### src/rtl/mouse_pkt_pkg.sv
// mouse_pkt_pkg: shared FSM state, byte-count constants and byte-index type for mouse_pkt_tx.
package mouse_pkt_pkg;
  typedef enum logic [2:0] {IDLE, LOAD, SEND, SETTLE, WAIT_DONE, GAP} state_t;
  localparam int NB = 2;
  localparam int PKT_LEN_BASE = 6;
  localparam int PKT_LEN_CS = 7;
  typedef logic [2:0] idx_t;
endpackage

### src/rtl/mouse_pkt_if.sv
// mouse_pkt_if: sample input, UART byte handshake and status signals of mouse_pkt_tx.
interface mouse_pkt_if #(parameter int COORD_W = 9, parameter int LVL_W = 3);
  logic enable;
  logic sample_valid;
  logic [COORD_W-1:0] sample_x;
  logic [COORD_W-1:0] sample_y;
  logic [2:0] sample_buttons;
  logic [7:0] tx_data;
  logic tx_wr;
  logic tx_busy;
  logic clear_ovf;
  logic busy;
  logic packet_sent;
  logic [LVL_W-1:0] fifo_level;
  logic [7:0] overflow_cnt;
  modport master (output enable, sample_valid, sample_x, sample_y, sample_buttons, tx_busy, clear_ovf,
                  input tx_data, tx_wr, busy, packet_sent, fifo_level, overflow_cnt);
  modport slave (input enable, sample_valid, sample_x, sample_y, sample_buttons, tx_busy, clear_ovf,
                 output tx_data, tx_wr, busy, packet_sent, fifo_level, overflow_cnt);
endinterface

### src/rtl/mouse_pkt_fifo.sv
// mouse_pkt_fifo: power-of-2 sample FIFO with wrap-around pointers and exact level; caller guards push/pop.
module mouse_pkt_fifo #(
  parameter int W = 8,
  parameter int DEPTH = 4
) (
  input  logic                     clk,
  input  logic                     rst_n,
  input  logic                     push_i,
  input  logic                     pop_i,
  input  logic [W-1:0]             wdata_i,
  output logic [W-1:0]             rdata_o,
  output logic                     full_o,
  output logic                     empty_o,
  output logic [$clog2(DEPTH):0]   level_o
);
  localparam int AW = $clog2(DEPTH);
  logic [W-1:0] mem_q [DEPTH];
  logic [AW-1:0] wr_q, rd_q;
  logic [AW:0] lvl_q;
  always_ff @(posedge clk)
    if (push_i) mem_q[wr_q] <= wdata_i;
  always_ff @(posedge clk or negedge rst_n)
    if (!rst_n) begin
      wr_q <= '0;
      rd_q <= '0;
      lvl_q <= '0;
    end else begin
      wr_q <= wr_q + AW'(push_i);
      rd_q <= rd_q + AW'(pop_i);
      lvl_q <= lvl_q + (AW+1)'(push_i) - (AW+1)'(pop_i);
    end
  assign rdata_o = mem_q[rd_q];
  assign full_o = lvl_q == (AW+1)'(DEPTH);
  assign empty_o = lvl_q == '0;
  assign level_o = lvl_q;
endmodule

### src/rtl/mouse_pkt_tx.sv
// mouse_pkt_tx: queues mouse samples and sends them as sync/X/Y/buttons byte packets to a UART.
// Define MOUSE_PKT_CHECKSUM_EN to append a mod-256 checksum of bytes 1..5 as a 7th byte.
module mouse_pkt_tx
  import mouse_pkt_pkg::*;
#(
  parameter int COORD_W = 9,
  parameter int FIFO_DEPTH = 4,
  parameter logic [7:0] SYNC_BYTE = 8'hAA,
  parameter int GAP_CYCLES = 100
) (
  input logic clk,
  input logic rst_n,
  mouse_pkt_if.slave bus
);
  localparam int W = 2*COORD_W + 3;
  localparam int LVL_W = $clog2(FIFO_DEPTH) + 1;
  localparam int GW = $clog2(GAP_CYCLES + 1);
`ifdef MOUSE_PKT_CHECKSUM_EN
  localparam int PKT_LEN = PKT_LEN_CS;
`else
  localparam int PKT_LEN = PKT_LEN_BASE;
`endif
  state_t state_q, state_d;
  idx_t idx_q, idx_d;
  logic [GW-1:0] gap_q, gap_d;
  logic [W-1:0] pkt_q, pkt_d, rdata;
  logic [7:0] tx_data_q, tx_data_d, ovf_q, ovf_d;
  logic tx_wr_q, tx_wr_d, sent_q, sent_d;
  logic push, pop, drop, full, empty;
  logic [LVL_W-1:0] level;
  logic [NB*8-1:0] xs, ys;
  logic [7:0] pb [PKT_LEN];
  assign pop = state_q == LOAD;
  assign push = bus.sample_valid && bus.enable && (!full || pop);
  assign drop = bus.sample_valid && bus.enable && full && !pop;
  mouse_pkt_fifo #(.W(W), .DEPTH(FIFO_DEPTH)) u_fifo (
    .clk(clk), .rst_n(rst_n), .push_i(push), .pop_i(pop),
    .wdata_i({bus.sample_buttons, bus.sample_y, bus.sample_x}),
    .rdata_o(rdata), .full_o(full), .empty_o(empty), .level_o(level)
  );
  assign xs = 16'(signed'(pkt_q[COORD_W-1:0]));
  assign ys = 16'(signed'(pkt_q[2*COORD_W-1:COORD_W]));
  always_comb begin
    pb[0] = SYNC_BYTE;
    pb[1] = xs[7:0];
    pb[2] = xs[15:8];
    pb[3] = ys[7:0];
    pb[4] = ys[15:8];
    pb[5] = {5'b0, pkt_q[W-1:2*COORD_W]};
`ifdef MOUSE_PKT_CHECKSUM_EN
    pb[6] = pb[1] + pb[2] + pb[3] + pb[4] + pb[5];
`endif
  end
  // A drop coinciding with clear_ovf still counts, so the counter restarts at 1.
  assign ovf_d = bus.clear_ovf ? {7'b0, drop} : (drop && ovf_q != 8'hFF) ? ovf_q + 8'd1 : ovf_q;
  assign pkt_d = pop ? rdata : pkt_q;
  always_comb begin
    state_d = state_q;
    idx_d = idx_q;
    gap_d = gap_q;
    tx_data_d = tx_data_q;
    tx_wr_d = 1'b0;
    sent_d = 1'b0;
    case (state_q)
      IDLE: state_d = empty ? IDLE : LOAD;
      LOAD: begin
        idx_d = '0;
        state_d = SEND;
      end
      SEND: if (!bus.tx_busy) begin
        tx_data_d = pb[idx_q];
        tx_wr_d = 1'b1;
        state_d = SETTLE;
      end
      SETTLE: state_d = WAIT_DONE;
      WAIT_DONE: if (!bus.tx_busy) begin
        state_d = (idx_q == idx_t'(PKT_LEN-1)) ? GAP : SEND;
        idx_d = (idx_q == idx_t'(PKT_LEN-1)) ? idx_q : idx_q + idx_t'(1);
        gap_d = GW'(GAP_CYCLES);
      end
      GAP: begin
        gap_d = gap_q - GW'(1);
        sent_d = gap_q == GW'(1);
        state_d = (gap_q == GW'(1)) ? IDLE : GAP;
      end
      default: state_d = IDLE;
    endcase
  end
  always_ff @(posedge clk or negedge rst_n)
    if (!rst_n) begin
      state_q <= IDLE;
      idx_q <= '0;
      gap_q <= '0;
      pkt_q <= '0;
      tx_data_q <= '0;
      tx_wr_q <= 1'b0;
      sent_q <= 1'b0;
      ovf_q <= '0;
    end else begin
      state_q <= state_d;
      idx_q <= idx_d;
      gap_q <= gap_d;
      pkt_q <= pkt_d;
      tx_data_q <= tx_data_d;
      tx_wr_q <= tx_wr_d;
      sent_q <= sent_d;
      ovf_q <= ovf_d;
    end
  assign bus.tx_data = tx_data_q;
  assign bus.tx_wr = tx_wr_q;
  assign bus.busy = state_q != IDLE;
  assign bus.packet_sent = sent_q;
  assign bus.fifo_level = level;
  assign bus.overflow_cnt = ovf_q;
endmodule
### src/flat_wrapper.sv
// flat-port wrapper written by rule: the top's interface ports become plain ports
module mouse_pkt_tx_flat import mouse_pkt_pkg::*;
#(
  parameter int COORD_W = 9,
  parameter int FIFO_DEPTH = 4,
  parameter logic [7:0] SYNC_BYTE = 8'hAA,
  parameter int GAP_CYCLES = 100
)
  (clk, rst_n, bus_enable, bus_sample_valid, bus_sample_x, bus_sample_y, bus_sample_buttons, bus_tx_busy, bus_clear_ovf, bus_tx_data, bus_tx_wr, bus_busy, bus_packet_sent, bus_fifo_level, bus_overflow_cnt);
  mouse_pkt_if #(.COORD_W(COORD_W)) bus_i ();
  input logic clk;
  input logic rst_n;
  input wire logic [$bits(bus_i.enable)-1:0] bus_enable;
  input wire logic [$bits(bus_i.sample_valid)-1:0] bus_sample_valid;
  input wire logic [$bits(bus_i.sample_x)-1:0] bus_sample_x;
  input wire logic [$bits(bus_i.sample_y)-1:0] bus_sample_y;
  input wire logic [$bits(bus_i.sample_buttons)-1:0] bus_sample_buttons;
  input wire logic [$bits(bus_i.tx_busy)-1:0] bus_tx_busy;
  input wire logic [$bits(bus_i.clear_ovf)-1:0] bus_clear_ovf;
  output wire logic [$bits(bus_i.tx_data)-1:0] bus_tx_data;
  output wire logic [$bits(bus_i.tx_wr)-1:0] bus_tx_wr;
  output wire logic [$bits(bus_i.busy)-1:0] bus_busy;
  output wire logic [$bits(bus_i.packet_sent)-1:0] bus_packet_sent;
  output wire logic [$bits(bus_i.fifo_level)-1:0] bus_fifo_level;
  output wire logic [$bits(bus_i.overflow_cnt)-1:0] bus_overflow_cnt;
  assign bus_i.enable = bus_enable;
  assign bus_i.sample_valid = bus_sample_valid;
  assign bus_i.sample_x = bus_sample_x;
  assign bus_i.sample_y = bus_sample_y;
  assign bus_i.sample_buttons = bus_sample_buttons;
  assign bus_i.tx_busy = bus_tx_busy;
  assign bus_i.clear_ovf = bus_clear_ovf;
  assign bus_tx_data = bus_i.tx_data;
  assign bus_tx_wr = bus_i.tx_wr;
  assign bus_busy = bus_i.busy;
  assign bus_packet_sent = bus_i.packet_sent;
  assign bus_fifo_level = bus_i.fifo_level;
  assign bus_overflow_cnt = bus_i.overflow_cnt;
  mouse_pkt_tx #(.COORD_W(COORD_W), .FIFO_DEPTH(FIFO_DEPTH), .SYNC_BYTE(SYNC_BYTE), .GAP_CYCLES(GAP_CYCLES)) u_core (.clk(clk), .rst_n(rst_n), .bus(bus_i));
endmodule
### config.mk
export PLATFORM = sky130hd
export DESIGN_NAME = mouse_pkt_tx_flat
export DESIGN_NICKNAME = d
export VERILOG_FILES = /design/src/rtl/mouse_pkt_pkg.sv /design/src/rtl/mouse_pkt_if.sv /design/src/rtl/mouse_pkt_fifo.sv /design/src/rtl/mouse_pkt_tx.sv /design/src/flat_wrapper.sv
export SDC_FILE = /design/constraint.sdc
export NUM_CORES = 1
export LEC_CHECK = 0
export ABC_AREA = 0
export BUFFER_PORTS_ARGS = -buffer_cell sky130_fd_sc_hd__buf_2
export CORE_MARGIN = 2
export CORE_UTILIZATION = 64
export CTS_CLUSTER_SIZE = 24
export DETAILED_ROUTE_END_ITERATION = 10
export PLACE_DENSITY = 0.85
export SETUP_SLACK_MARGIN = 0.02
export SLEW_MARGIN = 0
export SYNTH_ARGS = -nofsm -noshare
export SYNTH_HDL_FRONTEND = slang
export SYNTH_SLANG_ARGS = --single-unit
### constraint.sdc
create_clock -name clk -period 8.27 [get_ports clk]
set_input_delay 1.654 -clock clk [delete_from_list [all_inputs] [get_ports clk]]
set_output_delay 1.654 -clock clk [all_outputs]
set_load 0.05 [all_outputs]
# ---- Word level (Yosys, flattened, before mapping)
# Memories as Yosys holds them, arrays and structs flattened. A register that Yosys moved wholly into a read port is not among the register bits.
# Cells that the tools add are included.
# Widths: inputs -> output; s select.
dict set report totals {
  output_inout_bits 22
  romBits 0
  memories 1
  regBits 38
  mem_bits_rw 84
  in_bits 27
  wordCells 73
  latch_bits 0
}
# memory depth width rd rd_clocked_by_memory_dff wr line
set memory_table {}
lappend memory_table {u_core.u_fifo.mem_q 4 21 1 1 1 mouse_pkt_fifo.sv:17} ;# logic [W-1:0] mem_q [DEPTH];
dict set report classes {
  n_mul 0
  n_reduce_logical 19
  n_eq_ne 12
  n_mux 21
  n_div 0
  n_shift 0
  addsub 7
  order_cmp 1
  bitwise_logic 2
}
# cell n
set ops {}
lappend ops {{$mux 8} 4}
lappend ops {{$bmux 8 s3} 1}
lappend ops {{$mux 3} 6}
lappend ops {{$pmux 3 s6} 1}
lappend ops {{$pmux 7 s2} 1}
lappend ops {{$eq 3x3->1 const B} 4}
lappend ops {{$add 8x1->8 const B} 1}
lappend ops {{$ne 8x8->1 const B} 1}
lappend ops {{$eq 7x1->1 const B} 1}
lappend ops {{$mux 7} 1}
lappend ops {{$sub 7x1->7 const B} 1}
lappend ops {{$eq 3x2->1 const B} 2}
lappend ops {{$logic_not 3->1} 2}
lappend ops {{$mux 1} 6}
lappend ops {{$ne 2x2->1 const B} 3}
lappend ops {{$pmux 3 s2} 1}
lappend ops {{$reduce_and 2->1} 3}
lappend ops {{$reduce_bool 2->1} 3}
lappend ops {{$logic_and 1x1->1} 5}
lappend ops {{$add 2x1->2} 2}
lappend ops {{$ge 4x4->1 const B} 1}
lappend ops {{$not 3->4} 1}
lappend ops {{$add 3x1->3} 1}
lappend ops {{$add 3x1->3 const B} 1}
lappend ops {{7 further kinds} 9}

# ---- Longest topological paths before layout
# Gate-level depths: netlist of the first run.
dict set report depth {
  ltp_word 6
  depth_mapped 12
  mapped_depth_nobuf 11
}

# ---- Modules after synthesis
# Synthesis of the first run repeated with hierarchy kept, for this count alone.
dict set report unflattened {
  cells_unflattened 405
  area_unflattened_um2 5938.2
}
# mod n_inst area_per_inst_um2 seq_area_each_um2 cells_each
set modules_own_cells {}
lappend modules_own_cells {mouse_pkt_fifo 1 3375.7 2697.6 134}
lappend modules_own_cells {mouse_pkt_tx 1 2562.5 1301.2 271}

# ---- Worst setup path after synthesis of the first run
# OpenSTA, ideal clock, no wires.
dict set report synth_timing {
  kind {in2reg}
  startpoint {input port bus_sample_valid}
  endpoint {memory u_core.u_fifo.mem_q[1][0] in the netlist's numbering (enable)}
  n_path_buf 0
  path_slack_ps 4287
  arrival_time_ps 3553
  stages 3
  required_ps 7840
  setup_time_ps 430
  path_cell_list {nand2_1 o21bai_1 nor3b_1}
}
dict set report synth_via {
  elab_chain_cells 4
}
# item line
set synth_lines {}
lappend synth_lines {{from (decl)} flat_wrapper.sv:14} ;# input wire logic [$bits(bus_i.sample_valid)-1:0] bus_sample_valid;
lappend synth_lines {{$logic_and 1x1->1 (2 in a row)} mouse_pkt_tx.sv:34} ;# assign push = bus.sample_valid && bus.enable && (!full || pop);
lappend synth_lines {{$mux 1} mouse_pkt_fifo.sv:21} ;# if (push_i) mem_q[wr_q] <= wdata_i;
lappend synth_lines {{$mux 1 (not written as such)} mouse_pkt_fifo.sv:21}
lappend synth_lines {{to (decl)} mouse_pkt_fifo.sv:17}
# Every way passes these cells.

# ---- Worst setup path in the final report of the first run
dict set report layout_timing {
  startpoint {register u_core.state_q[0]}
  endpoint {memory u_core.u_fifo.mem_q[3][9] in the netlist's numbering (enable)}
}
dict set report layout_via {
  elab_chain_cells 5
}
# item line
set layout_lines {}
lappend layout_lines {{from (decl)} mouse_pkt_tx.sv:23} ;# state_t state_q, state_d;
lappend layout_lines {{from (signal assigned)} mouse_pkt_tx.sv:100} ;# state_q <= state_d;
lappend layout_lines {{$eq 3x1->1} mouse_pkt_tx.sv:33} ;# assign pop = state_q == LOAD;
lappend layout_lines {{$logic_or 1x1->1} mouse_pkt_tx.sv:34}
lappend layout_lines {{$logic_and 1x1->1} mouse_pkt_tx.sv:34}
lappend layout_lines {{$mux 1} mouse_pkt_fifo.sv:21}
lappend layout_lines {{$mux 1 (not written as such)} mouse_pkt_fifo.sv:21}
# Every way passes these cells.

==> impl_metrics.toml, run 1 <==
[outcome]
outcome = "complete, no violations"

[sta]
period_share_pct = 42.07
rsz0062_at_grt = "false"
post-route-min-period_ps = 3479
worstMarginPinSlew_ps = 1194
slew_headroom_pct = 19.36
setup_tns_ps = 0
hold_viol_final = 0
finalSetupViolCount = 0
timing.fmax_mhz = 287.4
skew_ps = 6.492
drv_slew = 0
layout_setup_ws_ps = 4791

[synth]
syn_inst = 409
synthTopCellsByCount = "edfxtp_1, nand2_1, dfrtp_1"
seq_area_frac_synth_pct = 68.13
synth_area_leaders = "edfxtp_1, dfrtp_1, mux4_2"
avgSynthCellArea_sq_um = 14.35
ys_warn_count = 0
synth_edf_count = 84
synthDistinctLibCells = 48
synth_top_family_by_area = "simple AND/OR/NAND/NOR gates"
post-synth-top-count-cell = "edfxtp_1"
syn-cell-area_sq_mm = 0.005869
ys_ff_latch = 143
async_flop_share_pct = 41.26
synth_compound_area_share_pct = 4.988
yosysTopAreaCellShare_pct = 42.98
synth_top_area_cell = "edfxtp_1"
synthXorXnorAreaFrac_pct = 1.492
synth_simple_gate_area_share_pct = 11.43
synth_nets = 446
ys.flop_type = "edfxtp_1"
synthAdderAreaFrac_pct = 2.260
synthMuxAreaShare_pct = 9.635

[cts]
hold_buffers = 0
h-tree-depth = 4
cts_resized = 0
cts.sinks = 143
clkTransAtPathRegs_ps = 60
post-cts-setup-buffers = 0
cts_tree = "built"
clockBufferDepth = 2
clk_latency_ps = 520
cts_buffers = 17
cts_root_buffer = "clkbuf_8"

[critical_path]
crit_arrival_ps = 3620
cp-end-kind = "register"
worstSetupPathType = "register to register"
crit_path_start_kind = "register"
r2r-start = "u_core.state_q[0]"
critPathLaunch = "u_core.state_q[0]"
critical_path.max_fanout = 27
crit_required_ps = 8410

[drt]
wire_per_inst_microns = 18.59
routed_wl_mm = 10.86
post_drt_via_cell_ratio = 5.993
vias = 3500
first_pass_iters = 4
ant_nets = 0
first_iter_violations = 229
drcViolationCount = 0

[layout]
seqCellArea_sq_mm = 0.003999
stdcell_area_sq_mm = 0.006783
fin_nets = 501
nFillCells = 511
area_growth_syn_to_layout_pct = 15.56
multi_input_area_sq_mm = 0.001764
drive_gt1_share_pct = 23.95
fin_cells = 584
diodes = 0

[die]
initial_core_util_pct = 66.65
die_h_microns = 99.77
fp.coreArea_sq_mm = 0.008806
fp.dieW_microns = 99.77
rows = 34
design.die.area_sq_mm = 0.009953
io_pins = 49

[global_routing]
grt_usage_pct = 24.07
antenna_found_initial = 0
grt-ovfl-total = 0
grt_max_degree = 60
grt_pass1_wl_mm = 17.77
grt_pass1_vias = 3573

[hold_path]
min_from = "u_core.pkt_q[19]"
hp-class = "register to register"

[placement]
place_area_sq_mm = 0.006221
dp.final_hpwl_mm = 6.599
port_buffers = 48
place.gp.congestion = 0.8455
post-place-ws_ps = 4723
placedCellCount = 553

[flow_run]
maxCapViolations = 0

[pwr]
powerDensity_mw_per_mm2 = 359.2
total_leakage_power_uw = 0.002678
vdd_ir_drop_max_v = 0.0002318
[report_power, final]
group / switching, uW / internal (uW)
clock network: 310 / 409
logic: 390 / 265
registers: 143 / 919
[placed cells by master, fill, tap and decap left out, types with 9 or more instances in the layout]
master | netlist | final
edfxtp_1 | 84 | 84
nand2_1 | 83 | 83
dfrtp_1 | 59 | 59
buf_2 | 4 | 48
mux4_2 | 21 | 21
nor2_1 | 16 | 16
a21oi_1 | 16 | 16
clkbuf_16 | 0 | 16
inv_1 | 11 | 11
nand3_1 | 9 | 9
ha_1 | 9 | 9
[flip-flops by register name, indices dropped and copies added (netlist names)]
name and count:
u_core.bus.packet_sent 1, u_core.u_fifo.level_o 3, u_core.state_q 3, u_core.idx_q 3, u_core.u_fifo.mem_q 84, u_core.bus.tx_data 8
u_core.bus.overflow_cnt 8, u_core.pkt_q 21, u_core.gap_q 7, u_core.u_fifo.rd_q 2, u_core.u_fifo.wr_q 2, u_core.bus.tx_wr 1
[layer usage]
| layer | global-route usage [%] | wire [microns] | vias to the layer above |
|---|---|---|---|
| met4 | 12.01 | 323 | 0 |
| met2 | 39.71 | 5568 | 90 |
| met1 | 30.44 | 4531 | 1760 |
| met5 | 0 | 0 | - |
| met3 | 5.481 | 432 | 30 |
| li1 | - | - | 1620 |
[logic make-up (layout without fill, tap and decap cells)]
| kind of cell | after synthesis | after routing |
|---|---|---|
| DFF | 143 | 143 |
| and+or+nand+nor | 143 | 143 |
| AOI/OAI and AO/OA | 44 | 44 |
| muxes | 30 | 30 |
| buffers and inverters | 29 | 96 |
| adders and majority gates | 10 | 10 |
| xor gates and xnor gates | 10 | 10 |
[worst max-delay path, cell delays in order, from the launching register on]
cell,delay [ps]
dfrtp_1,580
nand2_1,570
inv_2,580
o21bai_1,290
inv_1,140
and3_1,910
[final timing paths]
kind	end	slack, ps	cells after the start
max in group asynchronous	u_core.pkt_q[3]	6520	2
setup / recovery	u_core.u_fifo.mem_q[3][9]	4790	5
hold reg to reg	u_core.pkt_q[19]	490	2
min in group asynchronous	u_core.bus.overflow_cnt[5]	1270	2
hold / removal	u_core.pkt_q[19]	490	2
setup reg to reg	u_core.u_fifo.mem_q[3][9]	4790	5
[metrics by stage]
step | power [uW] | hold slack [ps] | util, %
after floorplan | 1548 | 437.9 | -
after global placement | 1692 | 459.8 | 70.65
after detailed placement | 1723 | 459.0 | 70.65
after CTS | 2452 | 480.8 | 77.02
after global routing | 2564 | 509.0 | 77.02
final | 2436 | 485.2 | 77.02
[layout make-up]
type,instances,share of cell area (%)
timing repair buffer,53,4.095
inverter,12,0.6641
clock buffer,17,6.106
multi-input combinational,237,26.01
clock inverter,14,2.177
sequential,143,58.96
tap,108,1.992
(Power assumes the default switching activity.)
==> inputs of run 2 (changes only) <==
- CORE_UTILIZATION: 64 -> 53
- PLACE_DENSITY: 0.85 -> 0.75
- clock period: 8.27 -> 3.2 ns (I/O delays scaled with it)
==> run 2 against run 1 <==
Effect of this change:
- first-iteration DRC count is 14% lower
- setup slack worse by 4200 ps
- clock power grew to 2.7 times the previous value
- power grew to 2.6 times the previous value
- largest power group unchanged
==> impl_metrics.toml, run 2 (same netlist as run 1, synthesis figures left out) <==
[sta]
whs_ps = 263.8
post-route-min-period_ps = 2654
skew_ps = 11.63
timing.fmax_mhz = 376.8
worstMarginPinSlew_ps = 1127
hold_viol_final = 0
rsz0062_at_grt = "false"
setup_tns_ps = 0
period_share_pct = 82.94
layout_setup_ws_ps = 545.8
finalSetupViolCount = 0
slew_headroom_pct = 23.86
drv_slew = 0

[pwr]
powerDensity_mw_per_mm2 = 930.0
total_leakage_power_uw = 0.002714
vdd_ir_drop_max_v = 0.0005543

[layout]
reg_top3 = "u_core.u_fifo.mem_q (84), u_core.pkt_q (21)"
area_growth_syn_to_layout_pct = 17.18
diodes = 0
fin_cells = 621
fin_nets = 505
largest_reg_flops = 84
final_common_cell = "edfxtp_1"
drive_gt1_share_pct = 24.53
largest_register = "u_core.u_fifo.mem_q"
final_cell_mix = "edfxtp_1, nand2_1, dfrtp_1, buf_2, mux4_2"
nFillCells = 771
final_util_pct = 63.45

[cts]
cts_resized = 0
clockBufferDepth = 2
post-cts-setup-buffers = 0
clkTransAtPathRegs_ps = 60
cts_buffers = 17
cts.sinks = 143
h-tree-depth = 4
cts_root_buffer = "clkbuf_8"
clk_latency_ps = 530
cts_tree = "built"
hold_buffers = 0

[critical_path]
crit_path_start_kind = "register"
r2r-start = "u_core.u_fifo.level_o[1]"
critical_path.max_fanout = 5
cp_top_family = "adder cells"
cp-end-kind = "register"
rr_worst_depth = 9
worst_path_max_delay_cell = "dfrtp_1"
worstSetupPathType = "register to register"
cp_cell_sequence = "or3b_1 -> o21bai_1 -> ha_1 -> inv_1 -> ha_1 -> inv_1 -> fa_1 -> xnor2_1 -> xnor2_1"
r2r_setup_slack_ps = 550
rr_endpoint = "u_core.u_fifo.level_o[2]"
cp.depth = 9
slowest_delay_ps = 440
crit_arrival_ps = 3090
crit_required_ps = 3640
path_buf_inv = 2

[placement]
post-place-ws_ps = 562.8
place.gp.congestion = 0.8240
dp.final_hpwl_mm = 6.798
port_buffers = 48
placedCellCount = 589

[flow_run]
maxCapViolations = 0

[outcome]
outcome = "complete, no violations"

[global_routing]
grt_usage_pct = 20.15
grt_pass1_wl_mm = 17.50
grt-ovfl-total = 0
grt_max_degree = 45
antenna_found_initial = 0
grt_pass1_vias = 3429

[drt]
wire_per_inst_microns = 17.47
first_iter_violations = 196
routed_wl_mm = 10.85
first_pass_iters = 5
post_drt_via_cell_ratio = 5.575
ant_nets = 0
wl_met1_mm = 4.700
drcViolationCount = 0
vias = 3462
dr_wl_met3_microns = 499
routed.top_layer = "met4"
met2WireLength_mm = 5.542

[die]
fp.dieW_microns = 109.2
io_pins = 49
fp.coreArea_sq_mm = 0.01084
rows = 38
design.die.area_sq_mm = 0.01193
initial_core_util_pct = 54.14
die_h_microns = 109.2

[hold_path]
hp-class = "input pin to asynchronous set/reset pin"
run 2: routing by layer:
metal | GRT usage [%] | up-vias
met3 | 5.081 | 6
met5 | 0 | -
li1 | - | 1631
met4 | 8.047 | 0
met1 | 25.73 | 1742
met2 | 33.27 | 83
run 2: final cells by class:
cell class | instances | area (sq um) | share of cell area [%]
Clock buffer | 17 | 414.1 | 6.021
Clock inverter | 15 | 172.7 | 2.510
Inverter | 12 | 45.04 | 0.6549
Multi-Input combinational cell | 237 | 1764 | 25.65
Sequential cell | 143 | 3999 | 58.14
Tap cell | 140 | 175.2 | 2.547
Timing Repair Buffer | 57 | 307.8 | 4.475
run 2: report_power, final:
part	internal, uW	switching [uW]
registers	2370	349
logic	705	1030
clock network	1140	801
total	4210	2180
run 2: how the worst max path moves through the flow:
stage | from | end | slack (ps)
6_report | u_core.u_fifo.level_o[1] | u_core.u_fifo.level_o[2] | 550
5_1_grt | u_core.u_fifo.level_o[1] | u_core.u_fifo.level_o[2] | 400
4_1_cts | u_core.u_fifo.level_o[1] | u_core.u_fifo.level_o[2] | 550
3_5_place_dp | u_core.u_fifo.level_o[1] | u_core.u_fifo.level_o[2] | 560
3_3_place_gp | u_core.u_fifo.level_o[1] | u_core.u_fifo.level_o[2] | 700
2_1_floorplan | u_core.u_fifo.level_o[1] | u_core.u_fifo.mem_q[1][0] | 100
run 2: through the flow:
stage,area [sq um],total power (uW)
6_report,6878,6396
3_5_place_dp,6291,4495
4_1_cts,6878,6466
3_3_place_gp,6291,4419
2_1_floorplan,5869,4001
5_1_grt,6878,6719
==> inputs of run 3 (changes only) <==
- clock period: 3.2 -> 2.39 ns (I/O delays scaled with it)
==> run 3 against run 2 <==
Effect of this change:
- critical path depth stayed put
- via count is 0.43% higher
- clock power is 19% higher
- final cell count is 1.3% higher
- highest routed layer unchanged
- clock skew is 4.4 ps lower
- first-iteration DRC count is 32% higher
- largest power group unchanged
- combinational power is 45% higher
- fmax is 19% higher
- critical path type unchanged
- utilization is 0.44 points higher
==> impl_metrics.toml, run 3 (same netlist as run 1, synthesis figures left out) <==
[layout]
seqCellArea_sq_mm = 0.004003
nFillCells = 783
largest_register = "u_core.u_fifo.mem_q"
multi_input_area_sq_mm = 0.001780
diodes = 0
area_growth_syn_to_layout_pct = 17.99
final_common_cell = "edfxtp_1"
final_cell_mix = "edfxtp_1, nand2_1, dfrtp_1, buf_2, mux4_2"
reg_top3 = "u_core.u_fifo.mem_q (84), u_core.pkt_q (21)"
drive_gt1_share_pct = 25.56
stdcell_area_sq_mm = 0.006925
fin_nets = 514
largest_reg_flops = 84

[sta]
setup_tns_ps = 0
hold_viol_final = 0
timing.fmax_mhz = 449.8
worstMarginPinSlew_ps = 818.0
post-route-min-period_ps = 2223
skew_ps = 7.275
rsz0062_at_grt = "false"
finalSetupViolCount = 0
slew_headroom_pct = 45.05
period_share_pct = 93.02
drv_slew = 0

[die]
die_h_microns = 109.2
io_pins = 49
fp.dieW_microns = 109.2
rows = 38
initial_core_util_pct = 54.14
design.die.area_sq_mm = 0.01193
fp.coreArea_sq_mm = 0.01084

[pwr]
vdd_ir_drop_max_v = 0.0006822
total_leakage_power_uw = 0.002723
powerDensity_mw_per_mm2 = 1207

[cts]
cts_tree = "built"
clk_latency_ps = 520
cts.sinks = 143
h-tree-depth = 4
clkTransAtPathRegs_ps = 60
cts_buffers = 17
clockBufferDepth = 2
cts_resized = 0
cts_root_buffer = "clkbuf_8"
hold_buffers = 1
post-cts-setup-buffers = 0

[placement]
place_area_sq_mm = 0.006396
dp.final_hpwl_mm = 6.810
place.gp.congestion = 0.7686
port_buffers = 48

[global_routing]
grt_pass1_vias = 3602
antenna_found_initial = 0
grt_pass1_wl_mm = 17.77
grt_usage_pct = 20.35
grt_max_degree = 33
grt-ovfl-total = 0

[critical_path]
r2r_setup_slack_ps = 170
critPathLaunch = "u_core.u_fifo.level_o[1]"
crit_arrival_ps = 2660
rr_worst_depth = 9
crit_required_ps = 2830
worstSetupPathType = "register to register"
rr_endpoint = "u_core.u_fifo.level_o[2]"
cp-end-kind = "register"
crit_path_start_kind = "register"
r2r-start = "u_core.u_fifo.level_o[1]"
worstSetupEndpoint = "u_core.u_fifo.level_o[2]"
critical_path.max_fanout = 5

[drt]
post_drt_via_cell_ratio = 5.528
first_iter_violations = 258
drcViolationCount = 0
ant_nets = 0
first_pass_iters = 5
vias = 3477
wire_per_inst_microns = 16.62
routed_wl_mm = 10.46

[flow_run]
maxCapViolations = 0

[hold_path]
min_from = "bus_sample_buttons[0]"
hp-class = "input pin to register"

[outcome]
outcome = "complete, no violations"
[run 3: how the worst min path moves through the flow]
stage	endpoint	slack [ps]	depth (start not counted)
detailed placement	u_core.pkt_q[4]	460	2
floorplan	u_core.bus.overflow_cnt[0]	180	0
global route	u_core.u_fifo.mem_q[2][2]	140	1
finish	u_core.u_fifo.mem_q[0][18]	160	1
CTS	u_core.u_fifo.mem_q[0][18]	130	1
global placement	u_core.pkt_q[4]	460	2
[run 3: cell type report]
| class | instances | area share (%) |
|---|---|---|
| repair buffers | 66 | 5.818 |
| inverters | 12 | 0.6504 |
| clock buffers | 21 | 6.197 |
| flip-flops and latches | 143 | 57.80 |
| clock inverters | 10 | 1.301 |
| multi-input cells | 237 | 25.71 |
| well taps | 140 | 2.529 |
[run 3: through the flow]
step | hold WS (ps) | std cells | power (uW) | utilization (%) | setup slack [ps]
after global placement | 461.0 | 597 | 6029 | 59.00 | 238.6
after global routing | 135.7 | 629 | 8900 | 63.89 | 70.23
after CTS | 133.7 | 629 | 8456 | 63.89 | 149.0
final | 163.3 | 629 | 8360 | 63.89 | 166.9
after detailed placement | 461.6 | 597 | 6112 | 59.00 | 160.3
after floorplan | 182.4 | 409 | 5394 | - | 44.33
[run 3: worst max-delay path: stages (launching register included)]
cell      delay, ps
dfrtp_2         440
or3b_4          400
o21bai_4        150
ha_1            240
inv_1            50
ha_1            130
inv_1            50
fa_2            340
xnor2_1         200
xnor2_1         130
[run 3: report_power, final]
group	internal, uW	switching [uW]
clock network	1370	937
logic	1030	1500
registers	3190	339
total	5590	2770
[run 3: per-layer routing]
layer	global-route usage [%]	vias to the layer above	share of wire, %
li1	-	1651	-
met1	27.31	1744	45
met2	31.63	75	50
met3	6.754	7	4.3
met4	6.872	0	0.91
met5	0	-	0
